==> src/rtl/alu_ctrl_pkg.sv <==
// Shared decode constants for the ALU control block: funct codes, ALUCtrl codes,
// multiply/divide FSM states and writeback-source encodings.
// No logic; imported by the top and the multiply/divide datapath.
package alu_ctrl_pkg;

  // Main-control opcode that hands decoding to the funct field
  localparam logic [3:0] OP_RTYPE = 4'hF;

  // R-type funct codes: ALU group
  localparam logic [5:0] F_SLL  = 6'h00;
  localparam logic [5:0] F_SRL  = 6'h02;
  localparam logic [5:0] F_SRA  = 6'h03;
  localparam logic [5:0] F_XOR  = 6'h05;
  localparam logic [5:0] F_ADD  = 6'h20;
  localparam logic [5:0] F_ADDU = 6'h21;
  localparam logic [5:0] F_SUB  = 6'h22;
  localparam logic [5:0] F_SUBU = 6'h23;
  localparam logic [5:0] F_AND  = 6'h24;
  localparam logic [5:0] F_OR   = 6'h25;
  localparam logic [5:0] F_NOR  = 6'h27;
  localparam logic [5:0] F_SLT  = 6'h2A;
  localparam logic [5:0] F_SLTU = 6'h2B;

  // R-type funct codes: HI/LO group
  localparam logic [5:0] F_MFHI  = 6'h10;
  localparam logic [5:0] F_MTHI  = 6'h11;
  localparam logic [5:0] F_MFLO  = 6'h12;
  localparam logic [5:0] F_MTLO  = 6'h13;
  localparam logic [5:0] F_MULT  = 6'h18;
  localparam logic [5:0] F_MULTU = 6'h19;
  localparam logic [5:0] F_DIV   = 6'h1A;
  localparam logic [5:0] F_DIVU  = 6'h1B;

  // ALUCtrl operation codes
  localparam logic [3:0] C_AND  = 4'h0;
  localparam logic [3:0] C_OR   = 4'h1;
  localparam logic [3:0] C_ADD  = 4'h2;
  localparam logic [3:0] C_SLL  = 4'h3;
  localparam logic [3:0] C_SRL  = 4'h4;
  localparam logic [3:0] C_SUB  = 4'h6;
  localparam logic [3:0] C_SLT  = 4'h7;
  localparam logic [3:0] C_ADDU = 4'h8;
  localparam logic [3:0] C_SUBU = 4'h9;
  localparam logic [3:0] C_XOR  = 4'hA;
  localparam logic [3:0] C_SLTU = 4'hB;
  localparam logic [3:0] C_NOR  = 4'hC;
  localparam logic [3:0] C_SRA  = 4'hD;

  // Writeback source select
  localparam logic [1:0] SEL_ALU = 2'b00;
  localparam logic [1:0] SEL_HI  = 2'b01;
  localparam logic [1:0] SEL_LO  = 2'b10;

  // Multiply/divide sequencer states
  typedef enum logic [1:0] {
    IDLE = 2'd0,
    ITER = 2'd1,
    FIX  = 2'd2
  } md_state_t;

endpackage

==> src/rtl/md_iter.sv <==
// Iterative multiply/divide datapath: shift-add multiply, restoring divide, sign fix.
// Latency: WIDTH step cycles after start; fixed-up result is combinational from the regs.
// No backpressure: the owner asserts step every iteration cycle and reads res_* afterwards.
module md_iter #(
  parameter int WIDTH = 32,
  parameter int CNTW  = $clog2(WIDTH + 1)
) (
  input  logic             clk,
  input  logic             rst,
  input  logic             start,
  input  logic             step,
  input  logic             div_in,
  input  logic             sgn_in,
  input  logic [WIDTH-1:0] a,
  input  logic [WIDTH-1:0] b,
  output logic             last,
  output logic [WIDTH-1:0] res_hi,
  output logic [WIDTH-1:0] res_lo,
  output logic             divz
);

  logic [WIDTH-1:0]   acc;      // product high half / partial remainder
  logic [WIDTH-1:0]   sreg;     // multiplier shifting out / quotient shifting in
  logic [WIDTH-1:0]   dvs;      // multiplicand or divisor magnitude
  logic [WIDTH-1:0]   rs_raw;   // untouched dividend, returned as HI on divide-by-zero
  logic [CNTW-1:0]    cnt;
  logic               is_div;
  logic               neg_q;    // product / quotient must be negated
  logic               neg_r;    // remainder must be negated (follows dividend)

  logic               neg_a, neg_b;
  logic [WIDTH-1:0]   mag_a, mag_b;
  logic [WIDTH:0]     mul_sum, div_rem, div_diff;
  logic [WIDTH-1:0]   acc_nxt, sreg_nxt;
  logic [2*WIDTH-1:0] prod, prod_fix;
  logic [WIDTH-1:0]   quo_fix, rem_fix;

  // Operand magnitudes for the signed ops; the iteration core is unsigned only
  always_comb begin
    neg_a = sgn_in & a[WIDTH-1];
    neg_b = sgn_in & b[WIDTH-1];
    mag_a = neg_a ? -a : a;
    mag_b = neg_b ? -b : b;
  end

  // One iteration: multiply shifts {acc,sreg} right, divide shifts it left
  always_comb begin
    mul_sum  = {1'b0, acc} + (sreg[0] ? {1'b0, dvs} : {(WIDTH+1){1'b0}});
    div_rem  = {acc, sreg[WIDTH-1]};
    div_diff = div_rem - {1'b0, dvs};
    if (is_div) begin
      if (!div_diff[WIDTH]) begin
        acc_nxt  = div_diff[WIDTH-1:0];
        sreg_nxt = {sreg[WIDTH-2:0], 1'b1};
      end else begin
        acc_nxt  = div_rem[WIDTH-1:0];
        sreg_nxt = {sreg[WIDTH-2:0], 1'b0};
      end
    end else begin
      acc_nxt  = mul_sum[WIDTH:1];
      sreg_nxt = {mul_sum[0], sreg[WIDTH-1:1]};
    end
  end

  assign last = (cnt == CNTW'(WIDTH - 1));

  // Capture operands on start, then advance one bit per step
  always_ff @(posedge clk) begin
    if (rst) begin
      acc    <= '0;
      sreg   <= '0;
      dvs    <= '0;
      rs_raw <= '0;
      cnt    <= '0;
      is_div <= 1'b0;
      neg_q  <= 1'b0;
      neg_r  <= 1'b0;
      divz   <= 1'b0;
    end else if (start) begin
      acc    <= '0;
      sreg   <= mag_a;
      dvs    <= mag_b;
      rs_raw <= a;
      cnt    <= '0;
      is_div <= div_in;
      neg_q  <= neg_a ^ neg_b;
      neg_r  <= neg_a;
      divz   <= div_in & (b == '0);
    end else if (step) begin
      acc  <= acc_nxt;
      sreg <= sreg_nxt;
      cnt  <= cnt + 1'b1;
    end
  end

  // Sign correction and result selection; divide-by-zero overrides the iteration result
  always_comb begin
    prod     = {acc, sreg};
    prod_fix = neg_q ? -prod : prod;
    quo_fix  = neg_q ? -sreg : sreg;
    rem_fix  = neg_r ? -acc : acc;
    if (divz) begin
      res_hi = rs_raw;
      res_lo = '1;
    end else if (is_div) begin
      res_hi = rem_fix;
      res_lo = quo_fix;
    end else begin
      res_hi = prod_fix[2*WIDTH-1:WIDTH];
      res_lo = prod_fix[WIDTH-1:0];
    end
  end

endmodule

==> src/rtl/alu_control_md.sv <==
// ALU control decode plus HI/LO multiply/divide sequencer.
// Latency: decode is combinational; MULT/DIV results land WIDTH+1 cycles after accept.
// Backpressure: stall holds decode only for HI/LO instructions while the engine is busy.
module alu_control_md
  import alu_ctrl_pkg::*;
#(
  parameter int WIDTH = 32,
  parameter int CNTW  = $clog2(WIDTH + 1)
) (
  input  logic             clk,
  input  logic             rst,
  input  logic [3:0]       ALUop,
  input  logic [5:0]       FuncCode,
  input  logic             valid_in,
  input  logic [WIDTH-1:0] rs_val,
  input  logic [WIDTH-1:0] rt_val,
  output logic [3:0]       ALUCtrl,
  output logic [1:0]       hilo_sel,
  output logic             illegal,
  output logic             stall,
  output logic             md_busy,
  output logic             md_done,
  output logic             div0,
  output logic [WIDTH-1:0] hi,
  output logic [WIDTH-1:0] lo
);

  md_state_t        state;
  logic             hilo_op, is_mthi, is_mtlo, is_md, md_div, md_sgn;
  logic             accept, md_start, md_last;
  logic [WIDTH-1:0] res_hi, res_lo;
  logic             res_divz;

  // Opcode/funct decode into ALU operation, writeback source and HI/LO class
  always_comb begin
    ALUCtrl  = ALUop;
    hilo_sel = SEL_ALU;
    illegal  = 1'b0;
    hilo_op  = 1'b0;
    is_mthi  = 1'b0;
    is_mtlo  = 1'b0;
    is_md    = 1'b0;
    md_div   = 1'b0;
    md_sgn   = 1'b0;
    if (ALUop == OP_RTYPE) begin
      ALUCtrl = C_AND;
      case (FuncCode)
        F_SLL:   ALUCtrl = C_SLL;
        F_SRL:   ALUCtrl = C_SRL;
        F_SRA:   ALUCtrl = C_SRA;
        F_ADD:   ALUCtrl = C_ADD;
        F_ADDU:  ALUCtrl = C_ADDU;
        F_SUB:   ALUCtrl = C_SUB;
        F_SUBU:  ALUCtrl = C_SUBU;
        F_AND:   ALUCtrl = C_AND;
        F_OR:    ALUCtrl = C_OR;
        F_XOR:   ALUCtrl = C_XOR;
        F_NOR:   ALUCtrl = C_NOR;
        F_SLT:   ALUCtrl = C_SLT;
        F_SLTU:  ALUCtrl = C_SLTU;
        F_MFHI:  begin hilo_op = 1'b1; hilo_sel = SEL_HI; end
        F_MFLO:  begin hilo_op = 1'b1; hilo_sel = SEL_LO; end
        F_MTHI:  begin hilo_op = 1'b1; is_mthi = 1'b1; end
        F_MTLO:  begin hilo_op = 1'b1; is_mtlo = 1'b1; end
        F_MULT:  begin hilo_op = 1'b1; is_md = 1'b1; md_sgn = 1'b1; end
        F_MULTU: begin hilo_op = 1'b1; is_md = 1'b1; end
        F_DIV:   begin hilo_op = 1'b1; is_md = 1'b1; md_div = 1'b1; md_sgn = 1'b1; end
        F_DIVU:  begin hilo_op = 1'b1; is_md = 1'b1; md_div = 1'b1; end
        default: illegal = 1'b1;
      endcase
    end
  end

  // A MULT/DIV can only be accepted while idle, since it stalls otherwise
  assign md_busy  = (state != IDLE);
  assign stall    = valid_in & hilo_op & md_busy;
  assign accept   = valid_in & ~stall;
  assign md_start = accept & is_md;

  md_iter #(.WIDTH(WIDTH), .CNTW(CNTW)) u_md_iter (
    .clk    (clk),
    .rst    (rst),
    .start  (md_start),
    .step   (state == ITER),
    .div_in (md_div),
    .sgn_in (md_sgn),
    .a      (rs_val),
    .b      (rt_val),
    .last   (md_last),
    .res_hi (res_hi),
    .res_lo (res_lo),
    .divz   (res_divz)
  );

  // Sequencer: IDLE -> WIDTH cycles of ITER -> one FIX cycle -> IDLE
  always_ff @(posedge clk) begin
    if (rst) begin
      state <= IDLE;
    end else begin
      case (state)
        IDLE:    if (md_start) state <= ITER;
        ITER:    if (md_last)  state <= FIX;
        FIX:     state <= IDLE;
        default: state <= IDLE;
      endcase
    end
  end

  // HI/LO: written by the FIX cycle or directly by MTHI/MTLO
  always_ff @(posedge clk) begin
    if (rst) begin
      hi <= '0;
      lo <= '0;
    end else if (state == FIX) begin
      hi <= res_hi;
      lo <= res_lo;
    end else begin
      if (accept && is_mthi) hi <= rs_val;
      if (accept && is_mtlo) lo <= rs_val;
    end
  end

  // Completion pulse and sticky divide-by-zero flag
  always_ff @(posedge clk) begin
    if (rst) begin
      md_done <= 1'b0;
      div0    <= 1'b0;
    end else begin
      md_done <= (state == FIX);
      if (md_start)
        div0 <= 1'b0;
      else if (state == FIX && res_divz)
        div0 <= 1'b1;
    end
  end

endmodule

==> config.mk <==
export PLATFORM = sky130hd
export DESIGN_NAME = alu_control_md
export DESIGN_NICKNAME = d
export VERILOG_FILES = /design/src/rtl/alu_ctrl_pkg.sv /design/src/rtl/md_iter.sv /design/src/rtl/alu_control_md.sv
export SDC_FILE = /design/constraint.sdc
export NUM_CORES = 1
export LEC_CHECK = 0
export CAP_MARGIN = 20
export CORE_MARGIN = 8
export CORE_UTILIZATION = 42
export CTS_CLUSTER_SIZE = 30
export DETAILED_ROUTE_END_ITERATION = 8
export PLACE_DENSITY = 0.74
export RECOVER_POWER = 25
export SLEW_MARGIN = 20
export SYNTH_ARGS = -nofsm -noshare
export SYNTH_HDL_FRONTEND = slang
export SYNTH_SLANG_ARGS = --single-unit
==> constraint.sdc <==
create_clock -name clk -period 3.5 [get_ports clk]
set_input_delay 0.525 -clock clk [delete_from_list [all_inputs] [get_ports clk]]
set_output_delay 0.525 -clock clk [all_outputs]
set_load 0.05 [all_outputs]
After elaboration in Yosys (flattened, before gate mapping)

Index checks and enable logic that the tools add are counted.

Memory bits (writable): 0
Bits in read-only memories: 0
Latch bits: 0
Word-level logic and storage cells: 115
Memories kept: 0
Output and inout bits: 75
Flip-flop bits (word level): 206
Input bits: 77

Add/subtract/negate cells: 8
$lt $le $gt $ge: 0
Reductions and logical operators: 17
Shift-type cells: 0
Equality and inequality tests: 26
Multipliers: 0
Mux-type cells: 41
Div/mod/pow operators: 0
Bitwise operators: 9

Operator list:

| kind                                                                  | number |
|---|---|
| 32-bit 2-to-1 mux                                                     | 18 |
| 32-bit negator                                                        | 4 |
| 64-bit 2-to-1 mux                                                     | 1 |
| 64-bit negator                                                        | 1 |
| 6-bit by 5-bit equality test with 1-bit output, second input constant | 9 |
| 6-bit equality test, second input constant                            | 9 |
| 4-bit one-hot mux with 12 select lines                                | 1 |
| 32-bit by 33-bit adder with 33-bit output                             | 1 |
| 33-bit by 32-bit subtractor with 33-bit output                        | 1 |
| 32-bit zero test                                                      | 1 |
| 21-bit OR reduction                                                   | 1 |
| 1-bit 2-to-1 mux                                                      | 15 |
| 6-bit by 2-bit equality test with 1-bit output, second input constant | 2 |
| 2-bit one-hot mux with 2 select lines                                 | 2 |
| 2-bit nonzero test                                                    | 4 |
| 8-bit OR reduction                                                    | 1 |
| 1-bit AND                                                             | 7 |
| 6-bit by 1-bit adder with 6-bit output, second input constant         | 1 |
| 6-bit by 3-bit equality test with 1-bit output, second input constant | 1 |
| 6-bit zero test                                                       | 1 |
| 2-bit 2-to-1 mux                                                      | 3 |
| 2-bit OR reduction                                                    | 3 |
| 4-bit equality test, second input constant                            | 1 |
| 4-bit 2-to-1 mux                                                      | 1 |
| 9 further kinds                                                       | 12 |

Logic depth before layout (Yosys ltp)

Gate-level depths: netlist of the first run.

Word-level depth: 11
Mapped depth: 14
Depth with buffers taken out: 12

Hierarchy

A second synthesis of the first run with hierarchy kept.

Cell total of the unflattened synthesis: 2147
Area, all modules: 16380.7 µm²

By module, submodules not included:

| module         | seq. area each (µm²) | cells an instance | times used | area an instance (µm²) |
|---|---|---|---|---|
| md_iter        | 2762.6               | 1797              | 1          | 13010.0 |
| alu_control_md | 1361.3               | 350               | 1          | 3370.7 |

Worst setup path before layout of the first run

Ideal clock, no wire load.

Path type: input -> output
Start point: input port FuncCode[2]
End point: output port ALUCtrl[3]
Stages on the path: 5
Required time: 2975 ps
Buffers on the path: 1
Path slack: 291 ps
Arrival time: 2684 ps
Cells stage by stage: clkbuf_1 > nand2b_1 > a21oi_1 > a21oi_1 > o41ai_1

Word-level cells in the longest chain between the ends: 3
Elaborated cells between the ends (all ways): 14
Classes of those cells: 11 x eq/ne; 2 x mux; 1 x reduce/logical

Ends and longest elaborated chain:

| item                                              | line                 | text |
|---|---|---|
| start: declaration                                | alu_control_md.sv:13 | `input logic [5:0] FuncCode,` |
| 6-bit equality test, or another cell as far along | alu_control_md.sv:47 | `case (FuncCode)` |
| 4-bit one-hot mux with 12 select lines (*)        | alu_control_md.sv:47 |  |
| 4-bit 2-to-1 mux (*)                              | alu_control_md.sv:45 | `if (ALUop == OP_RTYPE) begin` |
| end: declaration                                  | alu_control_md.sv:17 | `output logic [3:0] ALUCtrl,` |

Mark *: on every way between the ends. The rest lies on a longest branch, timed or not.

Worst setup path in the final report of the first run

Start point: register u_md_iter.sreg[31]
End point: register u_md_iter.acc[8]

Word-level cells in the longest chain between the ends: 3

Ends and longest elaborated chain:

| item                                           | line          | text |
|---|---|---|
| start: declaration                             | md_iter.sv:23 | `logic [WIDTH-1:0] sreg;` |
| start signal: assignment                       | md_iter.sv:81 | `sreg <= mag_a;` |
| start signal: assignment                       | md_iter.sv:91 | `sreg <= sreg_nxt;` |
| 33-bit by 32-bit subtractor with 33-bit output | md_iter.sv:50 | `div_diff = div_rem - {1'b0, dvs};` |
| 32-bit 2-to-1 mux                              | md_iter.sv:52 | `if (!div_diff[WIDTH]) begin` |
| 32-bit 2-to-1 mux                              | md_iter.sv:51 | `if (is_div) begin` |
| end signal: assignment                         | md_iter.sv:90 | `acc <= acc_nxt;` |
| end: declaration                               | md_iter.sv:22 | `logic [WIDTH-1:0] acc;` |

Every way passes these cells.
A chain may end at the register's enable or synchronous reset.

==> results.cfg, run 1 <==
[outcome]
outcome = complete, no violations

[global_route]
largest_net_degree_at_the_start_of_global_routing = 74
grt_use_total = 0.259
initial_antenna_violation_count = 0
first_global_vias = 16321
overflow_left_after_global_routing = 0
grt_first_pass_wirelength_um = 93400

[critical_path]
worstSetupEndpointType = register
critPathMaxFanout = 14
worstPathBufferInverterCount = 3
worst-r2r-setup-slack_ns = 0.15
worst_ep_required_time_ns = 3.92
max_stage_delay_ns = 0.41
r2r_end = u_md_iter.acc[8]$_SDFFE_PP0P_
worst-r2r-cell-count = 14
crit_path_cell_trace = inv_1 -> ha_1 -> fa_1 -> nand2b_1 -> a21o_1 -> a211oi_1 -> buf_4 -> o211a_1 -> o211ai_1 -> nand3_2 -> buf_12 -> mux2_2 -> mux2i_1 -> a21oi_1
regToRegStartpoint = u_md_iter.sreg[31]$_SDFFE_PP0P_
worstPathArrival_ns = 3.76
path_delay_family = compound AO/OA/AOI/OAI gates
worstSetupStartpointType = register
critical-path-slowest-cell = sky130_fd_sc_hd__fa_1
worstSetupPathType = reg2reg

[logic_synthesis]
synth_area_per_cell_um2 = 7.33
synthesis.instances = 2196
postSynthNetCount = 2344
synth_simple_gate_area_share = 0.217
synth.distinct_cells = 83
synth_adder_area_share = 0.0561
synth_register_bits = 206
synth_warn = 0
synth_compound_area_frac = 0.274
synth_enable_flop_cells = 0
synth.mux.area_fraction = 0.0472
fraction_of_synthesized_cell_area_in_xor_and_xnor_cells = 0.0930
synth_top_family_by_area = compound AO/OA/AOI/OAI gates
synth-async-reset-ratio = 0
yosys_most_used_dff = sky130_fd_sc_hd__dfxtp_1
combined_area_of_all_synthesized_cells_mm2 = 0.0161
sequential_to_total_area_share_from_yosys_stat = 0.256

[detailed_routing]
firstDrtPassIters = 6
wl_um = 61500
vias_per_cell = 6.04
post-route-drc-count = 0
num_vias = 17357
drt.antenna.violating_nets = 0
drt-wirelength-per-cell_um = 21.4
initialDrtViolationCount = 1617

[run]
maxCapViolCount = 0

[floorplan]
floorplan.die.height_um = 212
std_cell_core_area_mm2 = 0.0377
start_util = 0.427
ioPinCount = 152
die_width_um = 212
die_outline_area_mm2 = 0.0448
row_count = 71

[placement]
post_placement_worst_setup_slack_ns = -0.114
place.detailed.hpwl_um = 46800
gp_congestion = 0.979
detailed_place.area_mm2 = 0.0187
port_buffers = 151

[layout]
layout-drive-gt1-share = 0.0970
fill_cells = 3665
layout.cells.most_common_list = sky130_fd_sc_hd__a21oi_1 (243), sky130_fd_sc_hd__nand2_1 (239), sky130_fd_sc_hd__nor2_1 (238)
fin_util = 0.521
final-seq-area_mm2 = 0.00413
stdcell_area_mm2 = 0.0196
final_nets = 2490
area_growth_syn_to_layout_pct = 21.8
multi_input_area_mm2 = 0.0111
insertedDiodeCount = 0
most_common_cell_after_layout_fill_and_taps_aside = sky130_fd_sc_hd__a21oi_1

[timing]
skew_ns = 0.0161
timing.final.hold_violations = 0
fin_max_slew_vios = 0
fin_setup_tns_ns = 0
grt_setup_unrepaired = false
slew_headroom = 0.170
post-route-worst-setup-slack_ns = 0.154
max_freq_mhz = 299
period_minus_slack_ns = 3.35
setup_viol_count_final = 0
layout_worst_path_cycle_share = 0.956
worst_pin_slew_ns = 1.25

[min_path]
worstHoldPathType = in2reg
worst_hold_startpoint = rst
timing.hold.worst_path_depth = 2
hold_end = u_md_iter.neg_r$_SDFFE_PP0P_

[clock_tree]
ctsHoldBuffers = 0
htree_levels = 1
cts_inserted_buffers = 25
clk_pin_slew_ns = 0.07
clock_insertion_delay_worst_skew_ns = 0.57
clock_sinks = 206
cts_tree = built
clk_tree_root_cell = sky130_fd_sc_hd__clkbuf_16
ctsLongestPathBuffers = 3

[power_and_ir_drop]
power.total_mw = 5.79
maximum_ir_drop_on_the_vdd_rail_mv = 0.337
power.static_leakage_nw = 7.72
p_per_area_mw_per_mm2 = 295
## cell type report
class                      count  share of cell area
clock buffer                  35              0.0380
clock inverter                11             0.00778
inverter                      69              0.0132
multi-input combinational   1755               0.567
sequential                   206               0.210
tap                          511              0.0326
timing repair buffer         285               0.131
## power breakdown
group	internal, mW	switching, mW	leakage (nW)
registers	2.35	0.00485	1.66
clock network	1.71	1.15	0.435
logic	0.233	0.334	5.63
total	4.29	1.49	7.72
## Yosys cell counts, types with 13 or more instances
library cell | count | area (um^2)
sky130_fd_sc_hd__nor2_1 | 238 | 893
sky130_fd_sc_hd__o21ai_0 | 122 | 611
sky130_fd_sc_hd__nor4_1 | 26 | 163
sky130_fd_sc_hd__a21oi_1 | 244 | 1220
sky130_fd_sc_hd__nor3_1 | 42 | 210
sky130_fd_sc_hd__a31oi_1 | 22 | 138
sky130_fd_sc_hd__nand3_1 | 38 | 190
sky130_fd_sc_hd__xnor2_1 | 78 | 683
sky130_fd_sc_hd__a211oi_1 | 92 | 691
sky130_fd_sc_hd__and3_1 | 13 | 81.3
sky130_fd_sc_hd__xor2_1 | 93 | 815
sky130_fd_sc_hd__dfxtp_1 | 206 | 4120
sky130_fd_sc_hd__nand4_1 | 25 | 156
sky130_fd_sc_hd__a21o_1 | 35 | 263
sky130_fd_sc_hd__o31ai_1 | 24 | 180
sky130_fd_sc_hd__clkbuf_1 | 144 | 541
sky130_fd_sc_hd__o211ai_1 | 15 | 113
sky130_fd_sc_hd__ha_1 | 69 | 863
sky130_fd_sc_hd__inv_1 | 67 | 251
sky130_fd_sc_hd__nand2b_1 | 17 | 106
sky130_fd_sc_hd__mux2i_1 | 68 | 681
sky130_fd_sc_hd__o22ai_1 | 13 | 81.3
sky130_fd_sc_hd__nor2b_1 | 15 | 93.8
sky130_fd_sc_hd__nand2_1 | 239 | 897
sky130_fd_sc_hd__or3_1 | 19 | 119
## worst max-delay path by stage
stage                     slack [ns]                             from  cells after the start                               to
after floorplan                 0.29                      FuncCode[2]                      5                       ALUCtrl[3]
after CTS                       0.13   u_md_iter.dvs[20]$_SDFFE_PP0P_                     13    u_md_iter.acc[8]$_SDFFE_PP0P_
final                           0.15  u_md_iter.sreg[31]$_SDFFE_PP0P_                     14    u_md_iter.acc[8]$_SDFFE_PP0P_
after global routing          0.0005  u_md_iter.sreg[31]$_SDFFE_PP0P_                     14   u_md_iter.acc[28]$_SDFFE_PP0P_
after global placement         -0.05                       rs_val[11]                     11  u_md_iter.sreg[27]$_SDFFE_PP0P_
after detailed placement       -0.11                        rt_val[8]                     11   u_md_iter.dvs[29]$_SDFFE_PP0P_
## sequential cells by signal (all words and copies together), names as in the netlist, 2 cells and up
signal            flops
hi                   32
u_md_iter.acc        32
u_md_iter.rs_raw     32
lo                   32
state                 2
u_md_iter.dvs        32
u_md_iter.sreg       32
u_md_iter.cnt         6
## logic make-up after synthesis
| logic type | Yosys count |
|---|---|
| AO/OA/AOI/OAI | 695 |
| XOR/XNOR | 171 |
| adder cells (fa/ha/maj) | 71 |
| buffers and inverters | 235 |
| flip-flops | 206 |
| multiplexers | 75 |
| AND/OR/NAND/NOR | 743 |
## per-layer routing
metal  GRT usage  up-vias  routed length, um
li1            -     8227                  -
met1       0.339     8069              25500
met2       0.416      900              27300
met3      0.0395      161               5560
met4       0.118        0               3180
met5           0        -                  0
## per-stage QoR
step | instances | hold WS, ns
after floorplan | 2196 | 0.425
after global placement | 2824 | 0.433
after detailed placement | 2824 | 0.443
after CTS | 2870 | 0.374
after global routing | 2872 | 0.418
final | 2872 | 0.384
## worst register-to-register path, cell delays in order, from the launching register on
cell and delay, ns:
sky130_fd_sc_hd__dfxtp_1 0.38, sky130_fd_sc_hd__inv_1 0.12, sky130_fd_sc_hd__ha_1 0.23, sky130_fd_sc_hd__fa_1 0.41, sky130_fd_sc_hd__nand2b_1 0.19, sky130_fd_sc_hd__a21o_1 0.23, sky130_fd_sc_hd__a211oi_1 0.24, sky130_fd_sc_hd__buf_4 0.19
sky130_fd_sc_hd__o211a_1 0.20, sky130_fd_sc_hd__o211ai_1 0.10, sky130_fd_sc_hd__nand3_2 0.14, sky130_fd_sc_hd__buf_12 0.18, sky130_fd_sc_hd__mux2_2 0.37, sky130_fd_sc_hd__mux2i_1 0.13, sky130_fd_sc_hd__a21oi_1 0.08
## what timing repair did
item | in CTS | in global routing
endpoints found under the setup margin | 0 | 9
resized for setup | 0 | 6
buffers inserted | 0 | 1
Power figures use the tool's default switching activity.
==> inputs of run 2 (changes only) <==
Settings changed: CTS_CLUSTER_SIZE 30 to 16, PLACE_DENSITY 0.74 to 0.73, SYNTH_HIERARCHICAL from default to 1.
==> run 2 against run 1 <==
The run now ends with capacitance limit, slew limit left; clock power shrank 11%; die area up 1.6%; count of clock-buffer cells in the layout down 2; sequential share of layout area down 0.12 points; first-iteration DRC count decreased by 6.0%; worst hold slack better by 0.059 ns; final cell count shrank 0.94%; synthesized cell count shrank 2.2%; largest cell class unchanged; sequential power is essentially flat; fmax down 2.4%.
==> results.cfg, run 2 <==
[layout]
fin_util = 0.512
instances_no_fill = 2845
final_nets = 2457
layout.cells.most_common_list = sky130_fd_sc_hd__nor2_1 (290), sky130_fd_sc_hd__dfxtp_1 (205), sky130_fd_sc_hd__nand2_1 (167)
area_growth_syn_to_layout_pct = 20.4
most_common_cell_after_layout_fill_and_taps_aside = sky130_fd_sc_hd__nor2_1
stdcell_area_mm2 = 0.0197
insertedDiodeCount = 0
layout-drive-gt1-share = 0.107

[detailed_routing]
wl_um = 58200
post-route-drc-count = 0
vias_per_cell = 6.05
drt.antenna.violating_nets = 0
firstDrtPassIters = 6
initialDrtViolationCount = 1520
drt-wirelength-per-cell_um = 20.4
num_vias = 17215

[floorplan]
die_width_um = 213
floorplan.die.height_um = 213
die_outline_area_mm2 = 0.0456
ioPinCount = 152
start_util = 0.425
std_cell_core_area_mm2 = 0.0386
row_count = 72

[min_path]
worstHoldPathType = in2reg

[clock_tree]
clk_tree_root_cell = sky130_fd_sc_hd__clkbuf_16
ctsLongestPathBuffers = 3
cts_resized = 0
clk_pin_slew_ns = 0.06
cts_tree = built
htree_levels = 1
number_of_setup_buffers_added_after_cts = 0
cts_inserted_buffers = 25
clock_insertion_delay_worst_skew_ns = 0.55
ctsHoldBuffers = 0
clock_sinks = 206

[outcome]
violations = capacitance limit, slew limit
outcome = finished, violations left

[timing]
setup_viol_count_final = 0
grt_setup_unrepaired = true
layout_worst_path_cycle_share = 0.980
fin_max_slew_vios = 81
period_minus_slack_ns = 3.43
worst_pin_slew_ns = 1.85
skew_ns = 0.0154
post-route-worst-setup-slack_ns = 0.0707
max_freq_mhz = 292
timing.final.hold_violations = 0
slew_headroom = -0.231
fin_setup_tns_ns = 0

[global_route]
initial_antenna_violation_count = 0
grt_first_pass_wirelength_um = 89800
first_global_vias = 16374
grt_use_total = 0.242
overflow_left_after_global_routing = 0
largest_net_degree_at_the_start_of_global_routing = 101

[logic_synthesis]
yosysTopAreaCellShare = 0.252
synth_simple_gate_area_share = 0.202
synth_area_per_cell_um2 = 7.63
synthDominantAreaCellType = sky130_fd_sc_hd__dfxtp_1
combined_area_of_all_synthesized_cells_mm2 = 0.0164
synth_warn = 6
synth_enable_flop_cells = 0
yosys_most_used_dff = sky130_fd_sc_hd__dfxtp_1
postSynthNetCount = 2295
synth_register_bits = 206
synth.distinct_cells = 93
synth_adder_area_share = 0.0558
synth_top_cells_by_area = sky130_fd_sc_hd__dfxtp_1 (25%), sky130_fd_sc_hd__mux2i_1 (8.3%), sky130_fd_sc_hd__a211oi_1 (7.2%)
synth_compound_area_frac = 0.252
synth_top_family_by_area = compound AO/OA/AOI/OAI gates
synth.mux.area_fraction = 0.0936
post-synth-top-count-cell = sky130_fd_sc_hd__nor2_1
fraction_of_synthesized_cell_area_in_xor_and_xnor_cells = 0.0866
synth-async-reset-ratio = 0
sequential_to_total_area_share_from_yosys_stat = 0.252
synth_top_cells_by_count = sky130_fd_sc_hd__nor2_1 (292), sky130_fd_sc_hd__dfxtp_1 (206), sky130_fd_sc_hd__nand2_1 (168)
synthesis.instances = 2147

[critical_path]
worst_ep_required_time_ns = 3.94
critPathMaxFanout = 7
worstPathArrival_ns = 3.87
worstSetupStartpointType = register
worstSetupEndpointType = register
worstSetupPathType = reg2reg

[placement]
detailed_place.area_mm2 = 0.0189
place.detailed.hpwl_um = 44000
post-place-cells = 2800
port_buffers = 151
gp_congestion = 0.953
post_placement_worst_setup_slack_ns = 0.0761

[power_and_ir_drop]
maximum_ir_drop_on_the_vdd_rail_mv = 0.324
p_per_area_mw_per_mm2 = 274
power.static_leakage_nw = 8.31

[run]
maxCapViolCount = 1
run 2: cell types whose count changed in the layout (fill, tap and decap cells not counted), moves of 13 or more:
cell,previous run,this run
sky130_fd_sc_hd__a21oi_1,243,123
sky130_fd_sc_hd__o21ai_0,122,153
sky130_fd_sc_hd__a21o_1,35,22
sky130_fd_sc_hd__a211oi_1,92,156
sky130_fd_sc_hd__nor2_1,238,290
sky130_fd_sc_hd__mux2i_1,68,136
sky130_fd_sc_hd__nand2_1,239,167
run 2: routing by layer:
layer  share of wire  vias to the layer above  GRT usage  wire, um
met2            0.45                      793      0.389     26200
li1                -                     8130          -         -
met4           0.049                        0      0.117      2840
met1            0.42                     8117      0.316     24300
met5               0                        -          0         0
met3           0.083                      175     0.0371      4840
run 2: per-stage QoR:
stage	hold slack, ns	power [mW]
3_3_place_gp	0.457	2.88
4_1_cts	0.439	5.44
6_report	0.443	5.40
2_1_floorplan	0.446	2.62
3_5_place_dp	0.474	2.88
5_1_grt	0.479	5.56
run 2: kinds of logic (layout without fill, tap and decap cells):
logic type,count (synthesis),in the layout
compound gates,627,627
xor+xnor,162,162
fa+ha+maj,72,72
buf+inv,216,396
flops,206,206
mux,151,151
simple gates,713,713
run 2: power by group:
group	total, mW	switching (mW)	internal (mW)
Clock	2.56	1.07	1.49
Combinational	0.494	0.288	0.205
Sequential	2.35	0.00324	2.35
Total	5.40	1.36	4.04
run 2: path summary, 6_finish.rpt:
check                                 start                               end  slack (ns)  cells past startpoint
min                                     rst  u_md_iter/rs_raw[5]$_SDFFE_PP0P_        0.44                      2
max reg2reg   u_md_iter/dvs[2]$_SDFFE_PP0P_    u_md_iter/acc[19]$_SDFFE_PP0P_        0.07                     12
max           u_md_iter/dvs[2]$_SDFFE_PP0P_    u_md_iter/acc[19]$_SDFFE_PP0P_        0.07                     12
min reg2reg  u_md_iter/dvs[31]$_SDFFE_PP0P_    u_md_iter/dvs[31]$_SDFFE_PP0P_        0.48                      2
run 2: layout make-up:
cell class | count | area (um^2)
Sequential cell | 206 | 4130
Timing Repair Buffer | 291 | 2570
Tap cell | 518 | 648
Clock inverter | 12 | 121
Clock buffer | 33 | 666
Fill cell | 3789 | 18800
Inverter | 60 | 225
Multi-Input combinational cell | 1725 | 11400
run 2: critical path, cell delays in order (launching register included):
cell,delay (ns)
sky130_fd_sc_hd__dfxtp_1,0.33
sky130_fd_sc_hd__inv_1,0.09
sky130_fd_sc_hd__ha_1,0.33
sky130_fd_sc_hd__nor2b_1,0.16
sky130_fd_sc_hd__o211ai_1,0.31
sky130_fd_sc_hd__a31oi_1,0.20
sky130_fd_sc_hd__nor4_1,0.32
sky130_fd_sc_hd__nor2_1,0.08
sky130_fd_sc_hd__buf_4,0.16
sky130_fd_sc_hd__a211o_1,0.35
sky130_fd_sc_hd__nor2_2,0.46
sky130_fd_sc_hd__mux2i_1,0.19
sky130_fd_sc_hd__a221oi_1,0.34
